--- src/rtl/regfile_wb_arbiter_pkg.sv ---
// Shared CPU-wide constants used by the write-back arbiter and its bench.
// Slice convention for packed requester buses:
//   req_addr: unit i occupies [REG_ADDR_W*i +: REG_ADDR_W]
//   req_data: unit i occupies [WIDTH*i +: WIDTH]
package cpu_pkg;
   localparam int unsigned REG_ADDR_W = 5;
   localparam logic [REG_ADDR_W-1:0] REG_ZERO = 5'd0;
   localparam int unsigned NREQ_MAX = 8;
   localparam int unsigned GNT_ID_W = 3;
endpackage

--- src/rtl/regfile_wb_arbiter_if.sv ---
// Write-back bus between the execution units (master) and the arbiter (slave).
interface regfile_wb_arbiter_if import cpu_pkg::*; #(
   parameter int unsigned WIDTH = 32,
   parameter int unsigned NREQ  = 4
);
   logic                         hold;
   logic [NREQ-1:0]              req_valid;
   logic [NREQ-1:0]              req_ready;
   logic [NREQ*REG_ADDR_W-1:0]   req_addr;
   logic [NREQ*WIDTH-1:0]        req_data;
   logic                         rf_we;
   logic [REG_ADDR_W-1:0]        rf_wa;
   logic [WIDTH-1:0]             rf_wd;
   logic [GNT_ID_W-1:0]          gnt_id;

   modport master (
      output hold, req_valid, req_addr, req_data,
      input  req_ready, rf_we, rf_wa, rf_wd, gnt_id
   );

   modport slave (
      input  hold, req_valid, req_addr, req_data,
      output req_ready, rf_we, rf_wa, rf_wd, gnt_id
   );
endinterface

--- src/rtl/regfile_wb_arbiter_rr_pick.sv ---
// Round-robin winner search: first valid index at or after ptr, wrapping.
// The valid vector is doubled so the wrap becomes a plain lowest-bit search
// above a mask that removes the entries below ptr.
module rr_pick #(
   parameter  int unsigned NREQ  = 4,
   localparam int unsigned PTR_W = (NREQ > 1) ? $clog2(NREQ) : 1
) (
   input  logic [NREQ-1:0]  valid,
   input  logic [PTR_W-1:0] ptr,
   output logic [NREQ-1:0]  gnt,
   output logic [PTR_W-1:0] idx
);
   logic [2*NREQ-1:0] dbl;
   logic [2*NREQ-1:0] lo_mask;
   logic [2*NREQ-1:0] masked;
   logic              found;

   // Masked priority search over the doubled request vector.
   always_comb begin
      dbl     = {valid, valid};
      lo_mask = (2*NREQ)'((1 << ptr) - 1);
      masked  = dbl & ~lo_mask;
      gnt     = '0;
      idx     = '0;
      found   = 1'b0;
      for (int unsigned j = 0; j < 2*NREQ; j++) begin
         if (!found && masked[j]) begin
            found          = 1'b1;
            idx            = PTR_W'(j % NREQ);
            gnt[j % NREQ]  = 1'b1;
         end
      end
   end
endmodule

--- src/rtl/regfile_wb_arbiter.sv ---
// Register-file write-back arbiter: round-robin grant of one requester per
// cycle, registered we/wa/wd toward the single register-file write port.
module regfile_wb_arbiter import cpu_pkg::*; #(
   parameter int unsigned WIDTH = 32,
   parameter int unsigned NREQ  = 4
) (
   input logic              clk,
   input logic              rst,
   regfile_wb_arbiter_if.slave bus
);
   localparam int unsigned PTR_W = (NREQ > 1) ? $clog2(NREQ) : 1;

   logic [PTR_W-1:0]      ptr;
   logic [PTR_W-1:0]      pick_idx;
   logic [NREQ-1:0]       pick_gnt;
   logic                  grant;
   logic                  we_q;
   logic [REG_ADDR_W-1:0] sel_addr;
   logic [WIDTH-1:0]      sel_data;

   rr_pick #(.NREQ(NREQ)) u_pick (
      .valid (bus.req_valid),
      .ptr   (ptr),
      .gnt   (pick_gnt),
      .idx   (pick_idx)
   );

   // Handshake: rst dominates hold, hold dominates requests. The registered
   // enable is also masked by rst so a pending write never lands in the file.
   always_comb begin
      grant         = !rst && !bus.hold && (|bus.req_valid);
      bus.req_ready = grant ? pick_gnt : '0;
      sel_addr      = bus.req_addr[int'(pick_idx)*REG_ADDR_W +: REG_ADDR_W];
      sel_data      = bus.req_data[int'(pick_idx)*WIDTH +: WIDTH];
      bus.rf_we     = we_q & ~rst;
   end

   // Output stage and round-robin pointer update on each accepted transfer.
   always_ff @(posedge clk) begin
      if (rst) begin
         we_q       <= 1'b0;
         bus.rf_wa  <= '0;
         bus.rf_wd  <= '0;
         bus.gnt_id <= '0;
         ptr        <= '0;
      end else if (grant) begin
         we_q       <= (sel_addr != REG_ZERO);
         bus.rf_wa  <= sel_addr;
         bus.rf_wd  <= sel_data;
         bus.gnt_id <= GNT_ID_W'(pick_idx);
         ptr        <= (pick_idx == PTR_W'(NREQ-1)) ? '0 : pick_idx + PTR_W'(1);
      end else begin
         we_q       <= 1'b0;
      end
   end
endmodule
--- src/flat_wrapper.sv ---
// flat-port wrapper written by rule: the top's interface ports become plain ports
module regfile_wb_arbiter_flat import cpu_pkg::*;
#(
   parameter int unsigned WIDTH = 32,
   parameter int unsigned NREQ  = 4
)
  (clk, rst, bus_hold, bus_req_valid, bus_req_addr, bus_req_data, bus_req_ready, bus_rf_we, bus_rf_wa, bus_rf_wd, bus_gnt_id);
  regfile_wb_arbiter_if #(.WIDTH(WIDTH), .NREQ(NREQ)) bus_i ();
  input logic clk;
  input logic rst;
  input wire logic [$bits(bus_i.hold)-1:0] bus_hold;
  input wire logic [$bits(bus_i.req_valid)-1:0] bus_req_valid;
  input wire logic [$bits(bus_i.req_addr)-1:0] bus_req_addr;
  input wire logic [$bits(bus_i.req_data)-1:0] bus_req_data;
  output wire logic [$bits(bus_i.req_ready)-1:0] bus_req_ready;
  output wire logic [$bits(bus_i.rf_we)-1:0] bus_rf_we;
  output wire logic [$bits(bus_i.rf_wa)-1:0] bus_rf_wa;
  output wire logic [$bits(bus_i.rf_wd)-1:0] bus_rf_wd;
  output wire logic [$bits(bus_i.gnt_id)-1:0] bus_gnt_id;
  assign bus_i.hold = bus_hold;
  assign bus_i.req_valid = bus_req_valid;
  assign bus_i.req_addr = bus_req_addr;
  assign bus_i.req_data = bus_req_data;
  assign bus_req_ready = bus_i.req_ready;
  assign bus_rf_we = bus_i.rf_we;
  assign bus_rf_wa = bus_i.rf_wa;
  assign bus_rf_wd = bus_i.rf_wd;
  assign bus_gnt_id = bus_i.gnt_id;
  regfile_wb_arbiter #(.WIDTH(WIDTH), .NREQ(NREQ)) u_core (.clk(clk), .rst(rst), .bus(bus_i));
endmodule
--- config.mk ---
export PLATFORM = sky130hd
export DESIGN_NAME = regfile_wb_arbiter_flat
export DESIGN_NICKNAME = d
export VERILOG_FILES = /design/src/rtl/regfile_wb_arbiter_pkg.sv /design/src/rtl/regfile_wb_arbiter_if.sv /design/src/rtl/regfile_wb_arbiter_rr_pick.sv /design/src/rtl/regfile_wb_arbiter.sv /design/src/flat_wrapper.sv
export SDC_FILE = /design/constraint.sdc
export NUM_CORES = 1
export LEC_CHECK = 0
export CAP_MARGIN = 40
export CORE_MARGIN = 4
export CORE_UTILIZATION = 33
export DETAILED_ROUTE_END_ITERATION = 10
export GPL_TIMING_DRIVEN = 0
export PLACE_DENSITY = 0.85
export SLEW_MARGIN = 0
export SYNTH_ARGS = -nofsm -noshare
export SYNTH_HDL_FRONTEND = slang
export SYNTH_SLANG_ARGS = --single-unit
--- constraint.sdc ---
create_clock -name clk -period 2.6 [get_ports clk]
set_clock_uncertainty 0.2 [all_clocks]
set_input_delay 0.39 -clock clk [delete_from_list [all_inputs] [get_ports clk]]
set_output_delay 0.39 -clock clk [all_outputs]
set_load 0.005 [all_outputs]
; ---- Yosys cells after proc, flatten, opt, wreduce, memory -nomap -nowiden
; Cells that the tools add are included.
[word_totals]
wordCells = 61
reg_bits = 42
out_inout_bits = 45
inputBits = 155
[classes]
n_eq_ne = 1
n_reduce_logical = 21
bitwise_logic = 5
addsub = 2
shift = 3
mux = 23
n_mul = 1
[op_table]
columns = op, n
row1 = 128-bit by 8-bit variable part select with 32-bit output, 1
row2 = 20-bit by 6-bit variable part select with 5-bit output, 1
row3 = 1-bit two-way mux, 15
row4 = 2-bit two-way mux, 7
row5 = 1-bit logical AND, 9
row6 = 1-bit zero test, 9
row7 = 8-bit AND, 1
row8 = 8-bit inverter, 1
row9 = 1-bit by 2-bit << shifter with 8-bit output (first input constant), 1
row10 = 8-bit by 2-bit subtractor with 8-bit output (second input constant), 1
row11 = 2-bit by 3-bit multiplier with 5-bit output (second input constant), 1
row12 = 5-bit nonzero test, 1
row13 = 4-bit two-way mux, 1
row14 = 4-bit OR reduction, 1
row15 = 2-bit by 1-bit adder with 2-bit output (second input constant), 1
row16 = 2-bit == test (second input constant), 1
row17 = 1-bit inverter, 2
row18 = 2-bit OR reduction, 1
row19 = 1-bit AND, 1

; ---- Depth between registers and ports, before layout
[depth]
depth_word = 29
depth_mapped = 10
depth_no_buf = 8

; ---- Modules after synthesis
; A second synthesis with hierarchy kept.
[hier_totals]
cells_unflattened = 268
area_unflattened_um2 = 2696.3
[by_module_without_submodules]
columns = mod, cells_per_inst, area_each_um2, n_inst, seq_area_each_um2
row1 = regfile_wb_arbiter, 240, 2528.7, 1, 840.8
row2 = rr_pick, 28, 167.7, 1, 0.0

; ---- Worst setup path before layout
; OpenSTA, ideal clock, no wires.
[synth_timing]
kind = register to register
from = register u_core.ptr[1]
to = register u_core.we_q
synth_period_minus_slack_ns = 2.691
setup_slack_ns = -0.091
path_buffers = 1
setup_time_ns = 0.125
t_arrival_ns = 2.366
required_time_ns = 2.275
stages_incl_launch_ff = 10
path_cell_list = dfxtp_1 or2_2 ha_1 nand2_1 a21boi_0 o211ai_1 buf_2 a221oi_1 a31oi_1 o41a_1
[synth_via]
elab_chain_cells = 29
elab_cells_between_ends = 35
cone_classes = add/sub (1) / mul (1) / shift (2) / mux (14) / bitwise (2) / reduce/logical (15)
[synth_lines]
columns = item, line_no
row1 = start: declaration, regfile_wb_arbiter.sv:13  ; logic [PTR_W-1:0] ptr;
row2 = start signal: assignment, regfile_wb_arbiter.sv:51  ; ptr <= (pick_idx == PTR_W'(NREQ-1)) ? '0 : pick_idx + PTR_W'(1);
row3 = 1-bit by 2-bit << shifter with 8-bit output *, regfile_wb_arbiter_rr_pick.sv:21  ; lo_mask = (2*NREQ)'((1 << ptr) - 1);
row4 = 8-bit by 2-bit subtractor with 8-bit output *, regfile_wb_arbiter_rr_pick.sv:21
row5 = 8-bit inverter *, regfile_wb_arbiter_rr_pick.sv:22  ; masked = dbl & ~lo_mask;
row6 = 8-bit AND *, regfile_wb_arbiter_rr_pick.sv:22
row7 = 1-bit two-way mux, regfile_wb_arbiter_rr_pick.sv:27  ; if (!found && masked[j]) begin
row8 = 1-bit zero test, regfile_wb_arbiter_rr_pick.sv:27
row9 = 1-bit logical AND, regfile_wb_arbiter_rr_pick.sv:27
row10 = 1-bit two-way mux, regfile_wb_arbiter_rr_pick.sv:27
row11 = (+13 left out), -
row12 = 1-bit logical AND, regfile_wb_arbiter_rr_pick.sv:27
row13 = 1-bit two-way mux, regfile_wb_arbiter_rr_pick.sv:27
row14 = 1-bit zero test, regfile_wb_arbiter_rr_pick.sv:27
row15 = 1-bit logical AND, regfile_wb_arbiter_rr_pick.sv:27
row16 = 2-bit two-way mux *, regfile_wb_arbiter_rr_pick.sv:27
row17 = 2-bit by 3-bit multiplier with 5-bit output *, regfile_wb_arbiter.sv:33  ; sel_addr = bus.req_addr[int'(pick_idx)*REG_ADDR_W +: REG_ADDR_W];
row18 = 20-bit by 6-bit variable part select with 5-bit output *, regfile_wb_arbiter.sv:33
row19 = 5-bit nonzero test *, regfile_wb_arbiter.sv:47  ; we_q <= (sel_addr != REG_ZERO);
row20 = end signal: assignment, regfile_wb_arbiter.sv:47
row21 = end: declaration, regfile_wb_arbiter.sv:17  ; logic we_q;
; Mark *: on every way between the ends. The rest lies on a longest branch, timed or not.
; A chain may end at the register's enable or synchronous reset.

; ---- Final worst setup path
[layout_timing]
from = register u_core.ptr[0]
to = register u_core.we_q
; The elaborated chain is that of the path after synthesis.

==> impl_results.md <==
* Fmax at 374.5 MHz
* Clock Sinks at 42
* Initial drt markers at 208
* RePlAce Congestion at 0.9239
* HPWL Detailed at 10.53 mm
* Die area at 10,460 um^2
* Post-synth ARST share at 0
* RSZ-0062 raised after global routing: true
* Grt ovf at 0
* Synthesized area per cell at 7.274 um^2
* Max_slew headroom at 0.5675
* Largest net degree at the start of global routing at 13
* Post-Place Setup Slack at -0.7565 ns
* # H-tree levels at 2
* Die Ht at 102.3 um
* Area leader, netlist: dfxtp_1
* Critical Path Slowest Stage Cell: o41a_1
* DRC violations left at 0
* Final Net Count at 774
* Synth Cell Area at 2932 um^2
* Initial antenna violation count at 0
* Chip width at 102.3 um
* DR vias/cell at 5.767
* Drt pass-1 iters at 5
* Synth cell types at 40
* Startpoint types: flop
* Share of layout cells above drive strength 1 at 0.1440
* # Max-Cap Violations at 0
* Outcome: finished, violations left
* Synth top area share at 0.2868
* Area delta synth->final at 86.26%
* Worst setup EP type: flop
* Worst hold path type: flop to flop
* Fin worst setup slack at -0.07042 ns
* Utilization after layout at 0.6292
* Final setup violation count at 6
* Crit path DAT at 2.64 ns
* Fillers at 770
* Post-synth net total at 559
* Clk pin slew, worst setup/hold paths at 0.08 ns
* Number of synthesis warnings at 0
* P per Cell Area at 497.0 nW/um^2
* Worst hold slack at 0.2580 ns
* Final setup TNS at -0.1417 ns
* Port Buffer Count at 197
* Worst EP required at 2.57 ns
* Cell family with most CP delay: compound AO/OA/AOI/OAI gates
* TritonCTS Buffers at 5
* Total wire length at 13.90 mm
* Slowest stage delay, CP at 0.43 ns
* Post-synth EDFFs at 0
* Worst-Skew Late Latency at 0.29 ns
* P_leak at 2.130 nW
* Initial core utilization at 0.3378
* Root buf cell: clkbuf_8
* Synth top area cells: dfxtp_1 29%, nand2_1 15%, a311o_1 13%, a221oi_1 10%, and3_1 8.1%
* CTS max path bufs at 2
* Top-level port count at 200
* Leading cell types by count after synthesis: 114 x nand2_1, 42 x dfxtp_1, 41 x a21oi_1
* Core region area at 8678 um^2
* Post-Syn Instances at 403
* WL per Instance at 19.14 um
* TritonCTS clock tree: built
* Vias in the first global route at 4,249
* Failing checks: setup timing
* Tmin final at 2.670 ns
* Fin. max-slew vios at 0
* Antenna Cells at 0
* CP Class: flop to flop
* Cell Chain, Critical Path: or2_4 > ha_4 > nand2_4 > a21boi_2 > o211ai_1 > buf_4 > a221oi_4 > a31oi_1 > o41a_1
* CP Buf/Inv Count at 1
* Sequential share of the synthesized area at 0.2868
* Hold Buf Count CTS at 0
* Worst slew pin tran at 0.6444 ns
* Count leader, synth: nand2_1
* Remaining antenna violation count at 0
* Final Hold Fails at 0
* R2R Setup Slk at -0.07 ns
* Vias at 4,187
* Final Cycle Share at 1.027
* Global-route wire length before repair at 20.69 mm
* Row count at 34
* Flops & latches, synth at 42
* Tot GR Track Use at 0.2519
* Crit Path Max Fanout at 5
* Synth Flop Type: dfxtp_1
* Max VDD drop at 0.2228 mV
## registers in the layout, indices dropped and copies added (netlist names)
name / count
u_core.bus.gnt_id: 2
u_core.bus.rf_wa: 5
u_core.bus.rf_wd: 32
u_core.ptr: 2
u_core.we_q: 1
## final cells by class
class                           count  area [um^2]  area share
Timing Repair Buffer              210         2058      0.3769
Multi-Input combinational cell    312         2051      0.3756
Sequential cell                    42        848.3      0.1554
Buffer                             44        276.5     0.05064
Tap cell                          108        135.1     0.02475
Clock buffer                        6        72.57     0.01329
Inverter                            3        11.26    0.002062
Clock inverter                      1        7.507    0.001375
## metal layers
| layer | vias to the layer above | wire length (um) | track usage |
|---|---|---|---|
| met5 | - | 0 | 0 |
| met1 | 1952 | 4948 | 0.2639 |
| met3 | 28 | 1496 | 0.07031 |
| li1 | 1939 | - | - |
| met2 | 268 | 7149 | 0.4798 |
| met4 | 0 | 304 | 0.08375 |
## power breakdown
| part | internal [mW] | total (mW) | leakage [nW] | switching (mW) |
|---|---|---|---|---|
| sequential | 0.731 | 0.780 | 0.348 | 0.0485 |
| combinational | 0.805 | 1.53 | 1.75 | 0.721 |
| clock | 0.184 | 0.408 | 0.0373 | 0.223 |
## worst paths after layout
| path | from | endpoint | cells past startpoint |
|---|---|---|---|
| setup / recovery | u_core.ptr[0] | u_core.we_q | 9 |
| hold / removal | u_core.bus.rf_wd[31] | u_core.bus.rf_wd[31] | 2 |
| setup reg to reg | u_core.ptr[0] | u_core.we_q | 9 |
| hold reg to reg | u_core.bus.rf_wd[31] | u_core.bus.rf_wd[31] | 2 |
## cells by family after synthesis
logic type	share of synthesized area
buf+inv	0.07469
other cells	0.001279
fa+ha+maj	0.004267
flops	0.2868
simple gates	0.2838
compound gates	0.3491
## tightest hold or removal path: stages (launching register included)
cell and delay [ns]:
dfxtp_1 0.31, nand2_1 0.05, a21oi_1 0.05
## placed cells by master (no fill, tap or decap), types with 3 or more instances in the layout
| cell | count |
|---|---|
| buf_6 | 4 |
| clkbuf_1 | 15 |
| a31oi_1 | 4 |
| buf_4 | 16 |
| o21ai_0 | 3 |
| nor2b_1 | 3 |
| a21oi_2 | 11 |
| a221oi_1 | 27 |
| nand3_1 | 5 |
| buf_2 | 10 |
| clkdlybuf4s50_1 | 189 |
| and2_4 | 3 |
| a311o_1 | 37 |
| dlygate4sd2_1 | 3 |
| a221oi_2 | 6 |
| a21oi_1 | 30 |
| buf_8 | 3 |
| clkbuf_8 | 7 |
| dfxtp_1 | 40 |
| and3_1 | 38 |
| nand2_1 | 113 |
| inv_1 | 3 |
| clkbuf_2 | 9 |
## timing repair
action | in CTS | in global routing
endpoints found under the setup margin | 46 | 40
pin swaps | 10 | 9
hold endpoints to repair | 0 | 0
buffers inserted | 10 | 2
resized for setup | 59 | 34
gates cloned | 1 | 0
## per-stage QoR
| stage | instance area (um^2) | cells | power, mW |
|---|---|---|---|
| final | 5460 | 726 | 2.714 |
| after global routing | 5460 | 726 | 2.871 |
| after CTS | 5323 | 725 | 2.635 |
| after detailed placement | 5060 | 708 | 2.136 |
| after global placement | 5060 | 708 | 2.097 |
| after floorplan | 2953 | 403 | 1.491 |
No activity file was read; power rests on OpenSTA's default activity.
